## src/rtl/fifo_pkg.sv

```systemverilog
// Shared constants for the parametrised synchronous FIFO.
// Read-mode selectors and the count-width helper.
package fifo_pkg;

  localparam int FIFO_MODE_STD  = 0;
  localparam int FIFO_MODE_FWFT = 1;

  // Pointers and count carry one extra wrap bit.
  function automatic int count_width(input int aw);
    return aw + 1;
  endfunction

endpackage

```

## src/rtl/fifo_dpram.sv

```systemverilog
// Simple dual-port RAM for the FIFO; no reset so it maps to block RAM.
// Ports: clk, we/waddr/wdata write port, re/raddr/rdata read port.
module fifo_dpram #(
  parameter int ADDR_WIDTH = 4,
  parameter int DATA_WIDTH = 32,
  parameter int REG_RD     = 1
) (
  input  logic                  clk,
  input  logic                  we,
  input  logic [ADDR_WIDTH-1:0] waddr,
  input  logic [DATA_WIDTH-1:0] wdata,
  input  logic                  re,
  input  logic [ADDR_WIDTH-1:0] raddr,
  output logic [DATA_WIDTH-1:0] rdata
);

  logic [DATA_WIDTH-1:0] mem [1 << ADDR_WIDTH];

  always_ff @(posedge clk) begin
    if (we) mem[waddr] <= wdata;
  end

  generate
    if (REG_RD != 0) begin : g_reg
      always_ff @(posedge clk) begin
        if (re) rdata <= mem[raddr];
      end
    end else begin : g_comb
      // Head-register loader samples the array directly.
      logic unused_re;
      assign unused_re = re;
      assign rdata = mem[raddr];
    end
  endgenerate

endmodule

```

## src/rtl/sync_fifo_ext.sv

```systemverilog
// Parametrised single-clock FIFO, standard or FWFT read, with thresholds.
// Ports: clk, rst, wren/wdat, rden, rdat/rvld, full, prefull, empty,
// preempty, count; ovf/udf only with SYNC_FIFO_ERR_FLAGS_EN defined.
module sync_fifo_ext
  import fifo_pkg::*;
#(
  parameter int ADDR_WIDTH      = 4,
  parameter int DATA_WIDTH      = 32,
  parameter int PREFULL_MARGIN  = 3,
  parameter int PREEMPTY_MARGIN = 2,
  parameter int FWFT            = 0
) (
  input  logic                              clk,
  input  logic                              rst,
  input  logic                              wren,
  input  logic [DATA_WIDTH-1:0]             wdat,
  input  logic                              rden,
  output logic [DATA_WIDTH-1:0]             rdat,
  output logic                              rvld,
  output logic                              full,
  output logic                              prefull,
  output logic                              empty,
  output logic                              preempty,
  output logic [count_width(ADDR_WIDTH)-1:0] count
`ifdef SYNC_FIFO_ERR_FLAGS_EN
  ,
  output logic                              ovf,
  output logic                              udf
`endif
);

  localparam int CW    = count_width(ADDR_WIDTH);
  localparam int DEPTH = 1 << ADDR_WIDTH;

  localparam logic [CW-1:0] FULL_LVL = CW'(DEPTH);
  localparam logic [CW-1:0] PF_LVL   = CW'(DEPTH - PREFULL_MARGIN);
  localparam logic [CW-1:0] PE_LVL   = CW'(PREEMPTY_MARGIN);

  logic [CW-1:0] wr_ptr, rd_ptr;
  logic [CW-1:0] wr_ptr_nxt, rd_ptr_nxt, count_nxt;
  logic          wr_acc, rd_adv, vld_nxt, empty_nxt;
  logic [DATA_WIDTH-1:0] ram_q;

  assign wr_acc     = wren & ~full;
  assign wr_ptr_nxt = wr_ptr + CW'(wr_acc);
  assign rd_ptr_nxt = rd_ptr + CW'(rd_adv);

  fifo_dpram #(
    .ADDR_WIDTH (ADDR_WIDTH),
    .DATA_WIDTH (DATA_WIDTH),
    .REG_RD     ((FWFT == FIFO_MODE_FWFT) ? 0 : 1)
  ) u_ram (
    .clk   (clk),
    .we    (wr_acc),
    .waddr (wr_ptr[ADDR_WIDTH-1:0]),
    .wdata (wdat),
    .re    (rd_adv),
    .raddr (rd_ptr[ADDR_WIDTH-1:0]),
    .rdata (ram_q)
  );

  generate
    if (FWFT == FIFO_MODE_FWFT) begin : g_fwft
      logic                  pop, load;
      logic [DATA_WIDTH-1:0] head;

      // Refill the head whenever it is vacant or leaving this cycle.
      assign pop       = rden & rvld;
      assign load      = (~rvld | pop) & (wr_ptr != rd_ptr);
      assign rd_adv    = load;
      assign vld_nxt   = load | (rvld & ~pop);
      assign empty_nxt = ~vld_nxt;
      // The held head word still counts as occupancy.
      assign count_nxt = wr_ptr_nxt - rd_ptr_nxt + CW'(vld_nxt);
      assign rdat      = head;

      always_ff @(posedge clk) begin
        if (rst) head <= '0;
        else if (load) head <= ram_q;
      end
    end else begin : g_std
      logic rd_zero;

      assign rd_adv    = rden & ~empty;
      assign vld_nxt   = rd_adv;
      assign count_nxt = wr_ptr_nxt - rd_ptr_nxt;
      assign empty_nxt = (count_nxt == '0);
      // RAM output has no reset; mask it until the first read.
      assign rdat      = rd_zero ? '0 : ram_q;

      always_ff @(posedge clk) begin
        if (rst) rd_zero <= 1'b1;
        else if (rd_adv) rd_zero <= 1'b0;
      end
    end
  endgenerate

  always_ff @(posedge clk) begin
    if (rst) begin
      wr_ptr   <= '0;
      rd_ptr   <= '0;
      count    <= '0;
      rvld     <= 1'b0;
      full     <= 1'b0;
      prefull  <= 1'b0;
      empty    <= 1'b1;
      preempty <= 1'b1;
    end else begin
      wr_ptr   <= wr_ptr_nxt;
      rd_ptr   <= rd_ptr_nxt;
      count    <= count_nxt;
      rvld     <= vld_nxt;
      full     <= (count_nxt == FULL_LVL);
      prefull  <= (count_nxt >= PF_LVL);
      empty    <= empty_nxt;
      preempty <= (count_nxt <= PE_LVL);
    end
  end

`ifdef SYNC_FIFO_ERR_FLAGS_EN
  always_ff @(posedge clk) begin
    if (rst) begin
      ovf <= 1'b0;
      udf <= 1'b0;
    end else begin
      if (wren & full) ovf <= 1'b1;
      if (rden & empty) udf <= 1'b1;
    end
  end
`endif

endmodule

```

## config.mk

```make
export PLATFORM = sky130hd
export DESIGN_NAME = sync_fifo_ext
export DESIGN_NICKNAME = d
export VERILOG_FILES = /design/src/rtl/fifo_pkg.sv /design/src/rtl/fifo_dpram.sv /design/src/rtl/sync_fifo_ext.sv
export SDC_FILE = /design/constraint.sdc
export NUM_CORES = 1
export LEC_CHECK = 0
export ABC_AREA = 1
export CAP_MARGIN = 20
export CORE_MARGIN = 2
export CORE_UTILIZATION = 63
export DETAILED_ROUTE_END_ITERATION = 6
export DONT_BUFFER_PORTS = 1
export PLACE_DENSITY = 0.79
export SYNTH_ARGS = -nofsm -noshare
export SYNTH_HDL_FRONTEND = slang
export SYNTH_SLANG_ARGS = --single-unit
```

## constraint.sdc

```tcl
create_clock -name clk -period 4.1 [get_ports clk]
set_clock_uncertainty 0.15 [all_clocks]
set_input_delay 0.41 -clock clk [delete_from_list [all_inputs] [get_ports clk]]
set_output_delay 0.41 -clock clk [all_outputs]
set_load 0.1 [all_outputs]
```

# Word-level counts from Yosys, hierarchy flattened
# Memory sizes are Yosys's and may differ from the RTL's. A register that Yosys moved wholly into a read port is not among the register bits.
# Cells that the tools add are included.
dict set report classes {
  n_reduce_logical 1
  bitwise 4
  add_sub_neg 3
  order_cmp 2
  n_mux 3
  n_eq_ne 1
}
# op count
set ops {}
lappend ops {{$mux W32} 1}
lappend ops {{$add A5 B1 Y5} 2}
lappend ops {{$eq A5 B5 Y1 const B} 1}
lappend ops {{$ge A5 B4 Y1 const B} 1}
lappend ops {{$le A5 B2 Y1 const B} 1}
lappend ops {{$logic_not A5 Y1} 1}
lappend ops {{$sub A5 B5 Y5} 1}
lappend ops {{$and A1 B1 Y1} 2}
lappend ops {{$mux W1} 2}
lappend ops {{$not A1 Y1} 2}
dict set report word_totals {
  ramBits 512
  register_bits 21
  n_memories 1
}
# memory words word_bits read_ports rd_clocked_by_memory_dff wr line_no
set mem_list {}
lappend mem_list {u_ram.mem 16 32 1 1 1 fifo_dpram.sv:17} ;# logic [DATA_WIDTH-1:0] mem [1 << ADDR_WIDTH];

# Longest topological paths before layout
# Gate-level depths: netlist (run 1).
dict set report depth {
  ltp_word 5
  depth_mapped 17
  mapped_depth_nobuf 17
}

# Cells and area by module
# Synthesis (run 1) repeated with hierarchy kept, for this count alone.
dict set report unflattened {
  cells_unflattened 2334
  area_unflattened_um2 24400.9
}
# module area_each_um2 seq_area_each_um2 cells_per_inst n_inst
set modules_own_cells {}
lappend modules_own_cells {fifo_dpram 23050.9 16335.7 2120 1}
lappend modules_own_cells {sync_fifo_ext 1350.0 420.4 214 1}

# Least setup slack after synthesis (run 1)
# Ideal clock, no wire load.
dict set report synth_path {
  path_kind {register to register}
  from {register empty}
  to {register prefull}
  setup_ns 0.115
  required_ns 3.835
  period_less_slack_ns 4.156
  arrival_ns 3.891
  path_stages_with_launch 14
  slack_ns -0.056
  n_path_buf 0
  cell_sequence {dfxtp_1 -> nor2_1 -> ha_1 -> ha_1 -> inv_1 -> nand2_1 -> and2_1 -> ha_1 -> a21oi_1 -> o21ai_0 -> nand2_1 -> nand3_1 -> nand3_1 -> nand2_1}
}
dict set report synth_via {
  elab_chain_cells 5
}
# element line_no
set synth_rtl {}
lappend synth_rtl {{start: declaration} sync_fifo_ext.sv:22} ;# output logic empty,
lappend synth_rtl {{start signal: assignment} sync_fifo_ext.sv:115} ;# empty <= empty_nxt;
lappend synth_rtl {{$not A1 Y1} sync_fifo_ext.sv:84} ;# assign rd_adv = rden & ~empty;
lappend synth_rtl {{$and A1 B1 Y1} sync_fifo_ext.sv:84}
lappend synth_rtl {{net rd_adv} sync_fifo_ext.sv:41} ;# logic wr_acc, rd_adv, vld_nxt, empty_nxt;
lappend synth_rtl {{$add A5 B1 Y5} sync_fifo_ext.sv:46} ;# assign rd_ptr_nxt = rd_ptr + CW'(rd_adv);
lappend synth_rtl {{net rd_ptr_nxt[1]} sync_fifo_ext.sv:40} ;# logic [CW-1:0] wr_ptr_nxt, rd_ptr_nxt, count_nxt;
lappend synth_rtl {{$sub A5 B5 Y5} sync_fifo_ext.sv:86} ;# assign count_nxt = wr_ptr_nxt - rd_ptr_nxt;
lappend synth_rtl {{$ge A5 B4 Y1} sync_fifo_ext.sv:114} ;# prefull <= (count_nxt >= PF_LVL);
lappend synth_rtl {{end signal: assignment} sync_fifo_ext.sv:114}
lappend synth_rtl {{end: declaration} sync_fifo_ext.sv:21} ;# output logic prefull,
# The timed path passes the listed nets, and every way through them passes these cells.
# A chain may end at the register's enable or synchronous reset.

# Final worst setup path (run 1)
dict set report layout_path {
  from {register full}
  to {register full}
}
dict set report layout_via {
  elab_chain_cells 5
}
# element line_no
set layout_rtl {}
lappend layout_rtl {{start: declaration} sync_fifo_ext.sv:20} ;# output logic full,
lappend layout_rtl {{start signal: assignment} sync_fifo_ext.sv:113} ;# full <= (count_nxt == FULL_LVL);
lappend layout_rtl {{$not A1 Y1} sync_fifo_ext.sv:44} ;# assign wr_acc = wren & ~full;
lappend layout_rtl {{$and A1 B1 Y1} sync_fifo_ext.sv:44}
lappend layout_rtl {{$add A5 B1 Y5} sync_fifo_ext.sv:45} ;# assign wr_ptr_nxt = wr_ptr + CW'(wr_acc);
lappend layout_rtl {{net wr_ptr_nxt[1]} sync_fifo_ext.sv:40}
lappend layout_rtl {{$sub A5 B5 Y5} sync_fifo_ext.sv:86}
lappend layout_rtl {{$eq A5 B5 Y1} sync_fifo_ext.sv:113}
# The timed path passes the listed nets, and every way through them passes these cells.

==> results.sh, run 1 <==
export IMPL_grt_max_degree=183
export IMPL_num_vias=13000
export IMPL_grt_setup_unrepaired="no"
export IMPL_layout_worst_path_cycle_share=0.748
export IMPL_synth_edf_count=544
export IMPL_die_y_um=194
export IMPL_clk_latency_ns=0.61
export IMPL_rr_startpoint="full"
export IMPL_crit_top_cell="nand2_1"
export IMPL_arrival_ns=3.43
export IMPL_dieArea_um2=37500
export IMPL_cts_repair_resized=0
export IMPL_core_area_um2=35500
export IMPL_synth_common_cells="edfxtp_1, inv_1, o21ai_0"
export IMPL_path_buf_inv=2
export IMPL_syn_to_final_growth_pct=11.9
export IMPL_slew_headroom=0.249
export IMPL_cap_violations=0
export IMPL_clockBufferDepth=3
export IMPL_drv_slew=0
export IMPL_cts_root_buffer="clkbuf_16"
export IMPL_seq_area_um2=16800
export IMPL_cts_sinks=565
export IMPL_syn_area_per_cell_um2=14.1
export IMPL_drt_iter0_drc=1521
export IMPL_numCtsBuffers=54
export IMPL_syn_inst=1609
export IMPL_fill_cells=2227
export IMPL_cp_end_kind="register"
export IMPL_via_per_inst=6.11
export IMPL_tightest_slew_ns=1.13
export IMPL_gp_congestion=0.801
export IMPL_htree_levels=2
export IMPL_syn_nets=1652
export IMPL_wl_per_cell_um=22.6
export IMPL_status="complete, no violations"
export IMPL_dpl_hpwl_mm=26.1
export IMPL_synth_flop_cell="edfxtp_1"
export IMPL_synthTopCellsByArea="edfxtp_1, mux2i_1, o211ai_1"
export IMPL_clk_pin_slew_worst_paths_ns=0.06
export IMPL_cts_setup_buffers=0
export IMPL_final_antenna_net_count=0
export IMPL_crit_type="reg2reg"
export IMPL_start_kind="register"
export IMPL_max_freq_mhz=326
export IMPL_post_synth_top_area_cell="edfxtp_1"
export IMPL_grt_pass1_vias=13000
export IMPL_path_max_fanout=5
export IMPL_syn_area_um2=22700
export IMPL_yosysUniqueCellTypes=26
export IMPL_totalWireLength_mm=48.4
export IMPL_cpLargestDelayFamily="simple AND/OR/NAND/NOR gates"
export IMPL_async_flop_share=0
export IMPL_finalCriticalPeriod_ns=3.07
export IMPL_startpoint="full"
export IMPL_hp_class="in2reg"
export IMPL_fp_dieW_um=194
export IMPL_required_ns=4.46
export IMPL_crit_chain="buf_4 > nor2_1 > ha_1 > ha_1 > inv_1 > nand2_1 > and2_1 > ha_1 > a21oi_1 > o21ai_0 > nand2_1 > nand2_1 > nand2_1 > nand3_1 > nor2_1"
export IMPL_synth_top_area_share=0.720
export IMPL_hp_start="wren"
export IMPL_antenna_found_initial=2
export IMPL_pin_count=78
export IMPL_io_buffers=0
export IMPL_power_density_nw_per_um2=545
export IMPL_grt_pass1_wl_mm=75.0
export IMPL_final_hold_viol_count=0
export IMPL_post_route_util=0.715
export IMPL_nets=1676
export IMPL_dr_pass1_iters=5
export IMPL_finalSetupViolations=0
export IMPL_fp_row_count=69
export IMPL_slowest_stage="nor2_1"
export IMPL_yosysMostFrequentCell="edfxtp_1"
export IMPL_multi_input_area_um2=4860
export IMPL_drcViolationCount=0
export IMPL_p_leak_uw=0.00857
export IMPL_yosysSeqAreaShare=0.739
export IMPL_critPathMaxStageDelay_ns=0.45
export IMPL_cts_hold_buf=34
export IMPL_grtUsageTotal=0.259
export IMPL_tritoncts="yes"
export IMPL_initial_core_util=0.639
export IMPL_peakVddDrop_mv=0.582
export IMPL_synth_seq_cells=565
export IMPL_layout_drive_gt1_share=0.0956
export IMPL_grt_ovfl_total=0
export IMPL_ys_warn_count=0
export IMPL_fin_tns_setup_ns=0
## final timing paths
| path | end | cells past startpoint | slack, ns |
|---|---|---|---|
| max | full | 15 | 1.03 |
| min | wr_ptr[0] | 5 | 0.27 |
| max reg2reg | full | 15 | 1.03 |
| min reg2reg | rd_ptr[4] | 2 | 0.41 |
## power breakdown
group          switching, uW  internal [uW]
registers                296           6570
clock network           2110           2880
logic                   1380            568
## state kept, by name, indices dropped and copies added, names as in the netlist
register / count
wr_ptr: 5
preempty: 1
rd_ptr: 5
full: 1
prefull: 1
empty: 1
u_ram.mem: 512
g_std.rd_zero: 1
u_ram.rdata: 32
rvld: 1
count: 5
## kinds of logic (layout without fill, tap and decap cells)
family,Yosys count,after routing,synth area share
XOR/XNOR,6,6,0.00232
AO/OA/AOI/OAI,413,413,0.105
adder cells (fa/ha/maj),7,7,0.00386
multiplexers,128,128,0.0565
flip-flops,565,565,0.739
AND/OR/NAND/NOR,205,205,0.0372
buffers and inverters,285,350,0.0559
other,0,2,0
## tightest hold or removal path, cell delays in order
cell,delay (ns)
inv_1,0.03
nor2_1,0.11
ha_1,0.30
inv_1,0.07
nor2_1,0.04
## cell type report
type / instances / area share
clock buffer: 67 / 0.0552
tap: 461 / 0.0227
clock inverter: 30 / 0.0148
timing repair buffer: 64 / 0.0262
antenna: 2 / 0.000197
sequential: 565 / 0.661
multi-input combinational: 759 / 0.192
inverter: 189 / 0.0281
## layout by cell type (no fill, tap or decap), drive strengths merged
cell           n
o211ai       128
nand2         79
mux2i        128
nand3         51
o21ai        155
ha             7
nand4          1
clkinvlp       1
clkinv        19
a21oi        130
nor2          71
diode          2
edfxtp       544
clkbuf        67
and2           1
dfxtp         21
nor3           1
bufinv         7
buf           30
dlygate4sd3   34
nand3b         1
xnor2          1
inv          192
xor2           5
## metrics by stage
step / total power [uW] / hold slack (ns) / area, um^2 / instances / worst slack, ns
3_5_place_dp: 8830 / 0.327 / 23200 / 2004 / 1.09
5_1_grt: 14300 / 0.319 / 25400 / 2137 / 0.784
2_1_floorplan: 8500 / 0.332 / 22700 / 1609 / 0.516
4_1_cts: 13900 / 0.264 / 25400 / 2135 / 1.03
3_3_place_gp: 8780 / 0.325 / 23200 / 2004 / 1.15
6_report: 13800 / 0.273 / 25400 / 2137 / 1.03
## routing by layer
layer	GRT usage	part of all wire
met2	0.421	0.49
met3	0.0419	0.065
met1	0.366	0.42
met5	0	0
met4	0.0820	0.022
Power figures use the tool's default switching activity.
==> run 2, diff against run 1 <==
Clock period 4.1 ns to 3.1 ns, I/O delays scaled along.
==> run 2 against run 1 <==
Cell area rose by 1.1%. Sequential power is 32% higher. Critical path depth is 2 lower. Die area is the same. Count of clock-buffer cells in the layout is 7 higher. Utilization grew 0.77 points. Largest cell class unchanged.
==> results.sh, run 2 (same netlist as run 1, synthesis figures left out) <==
export IMPL_status="complete, no violations"
export IMPL_final_antenna_net_count=0
export IMPL_max_freq_mhz=375
export IMPL_grt_pass1_wl_mm=76.1
export IMPL_core_area_um2=35500
export IMPL_dpl_hpwl_mm=26.1
export IMPL_tightest_slew_ns=1.14
export IMPL_gr_usage_met3=0.0430
export IMPL_met1_usage=0.374
export IMPL_clk_latency_ns=0.61
export IMPL_fp_dieW_um=194
export IMPL_totalWireLength_mm=50.2
export IMPL_p_leak_uw=0.00878
export IMPL_pin_count=78
export IMPL_cts_sinks=565
export IMPL_drv_slew=0
export IMPL_io_buffers=0
export IMPL_busiest_layer="met2"
export IMPL_cts_repair_resized=0
export IMPL_fin_area_um2=25600
export IMPL_final_cell_mix="edfxtp_1, inv_1, o21ai_0"
export IMPL_via_per_inst=6.13
export IMPL_htree_levels=2
export IMPL_start_kind="register"
export IMPL_slew_headroom=0.238
export IMPL_nets=1723
export IMPL_antenna_found_initial=2
export IMPL_final_common_cell="edfxtp_1"
export IMPL_hp_class="in2reg"
export IMPL_use_met2=0.426
export IMPL_numCtsBuffers=54
export IMPL_peakVddDrop_mv=0.803
export IMPL_cp_end_kind="register"
export IMPL_drcViolationCount=0
export IMPL_cts_setup_buffers=0
export IMPL_grt_setup_unrepaired="no"
export IMPL_cts_root_buffer="clkbuf_16"
export IMPL_grtUsageTotal=0.267
export IMPL_syn_to_final_growth_pct=13.1
export IMPL_fp_row_count=69
export IMPL_crit_type="reg2reg"
export IMPL_top_regs="u_ram.mem (512), u_ram.rdata (32)"
export IMPL_finalSetupViolations=0
export IMPL_drt_iter0_drc=1387
export IMPL_grt_max_degree=219
export IMPL_required_ns=3.44
export IMPL_finalCriticalPeriod_ns=2.66
export IMPL_largest_reg_flops=512
export IMPL_tritoncts="yes"
export IMPL_clockBufferDepth=3
export IMPL_num_vias=13400
export IMPL_final_hold_viol_count=0
export IMPL_initial_core_util=0.639
export IMPL_cap_violations=0
export IMPL_wl_per_cell_um=23.0
export IMPL_post_route_util=0.723
export IMPL_place_area_um2=23600
export IMPL_holdWs_ns=0.130
export IMPL_grt_ovfl_total=0
export IMPL_arrival_ns=3.01
export IMPL_die_y_um=194
export IMPL_dr_pass1_iters=6
export IMPL_power_density_nw_per_um2=704
export IMPL_dieArea_um2=37500
export IMPL_cts_hold_buf=34
export IMPL_clk_pin_slew_worst_paths_ns=0.06
export IMPL_gp_congestion=0.840
export IMPL_grt_pass1_vias=13100
export IMPL_path_max_fanout=5
export IMPL_layout_worst_path_cycle_share=0.860
export IMPL_layout_drive_gt1_share=0.117
export IMPL_largest_register="u_ram.mem"
-- run 2: where the power goes --
part	total, uW	switching (uW)	internal, uW
clock	6290	2700	3590
sequential	9060	367	8700
combinational	2690	1860	837
-- run 2: worst paths after layout --
path / start / endpoint / slack (ns) / cells after the start
max reg2reg: full / prefull / 0.44 / 13
max: full / prefull / 0.44 / 13
min: wren / wr_ptr[0] / 0.13 / 5
min reg2reg: rd_ptr[4] / rd_ptr[4] / 0.41 / 2
-- run 2: layout make-up --
class	instances	area [um^2]
antenna	1	2.50
clock buffer	74	1450
clock inverter	21	214
fill	2141	9840
inverter	189	712
multi-input combinational	759	4860
sequential	565	16800
tap	461	577
timing repair buffer	111	1060
-- run 2: stage by stage --
step	setup slack (ns)	instances	total power [uW]	TNS (ns)
6_report	0.435	2181	18000	0
5_1_grt	0.298	2181	18700	0
4_1_cts	0.504	2180	18100	0
3_5_place_dp	0.493	2051	11800	0
3_3_place_gp	0.622	2051	11700	0
2_1_floorplan	-0.0188	1609	11200	-9.64
-- run 2: worst max-delay path, stage by stage, from the launching register on --
cell and delay (ns):
dfxtp_1 0.31, nor2_1 0.31, ha_1 0.27, ha_1 0.26
inv_1 0.08, nand2_1 0.06, and2_1 0.13, ha_1 0.17
a21oi_1 0.20, o21ai_0 0.12, nand2_1 0.12, nand3_1 0.14
nand3_1 0.15, nand2_1 0.07
-- run 2: metal layers --
layer,wire [um],up-vias,part of all wire
met4,1530,2,0.030
met3,4520,121,0.090
li1,-,6050,-
met5,14,-,0.00028
met1,20000,6506,0.40
met2,24100,695,0.48
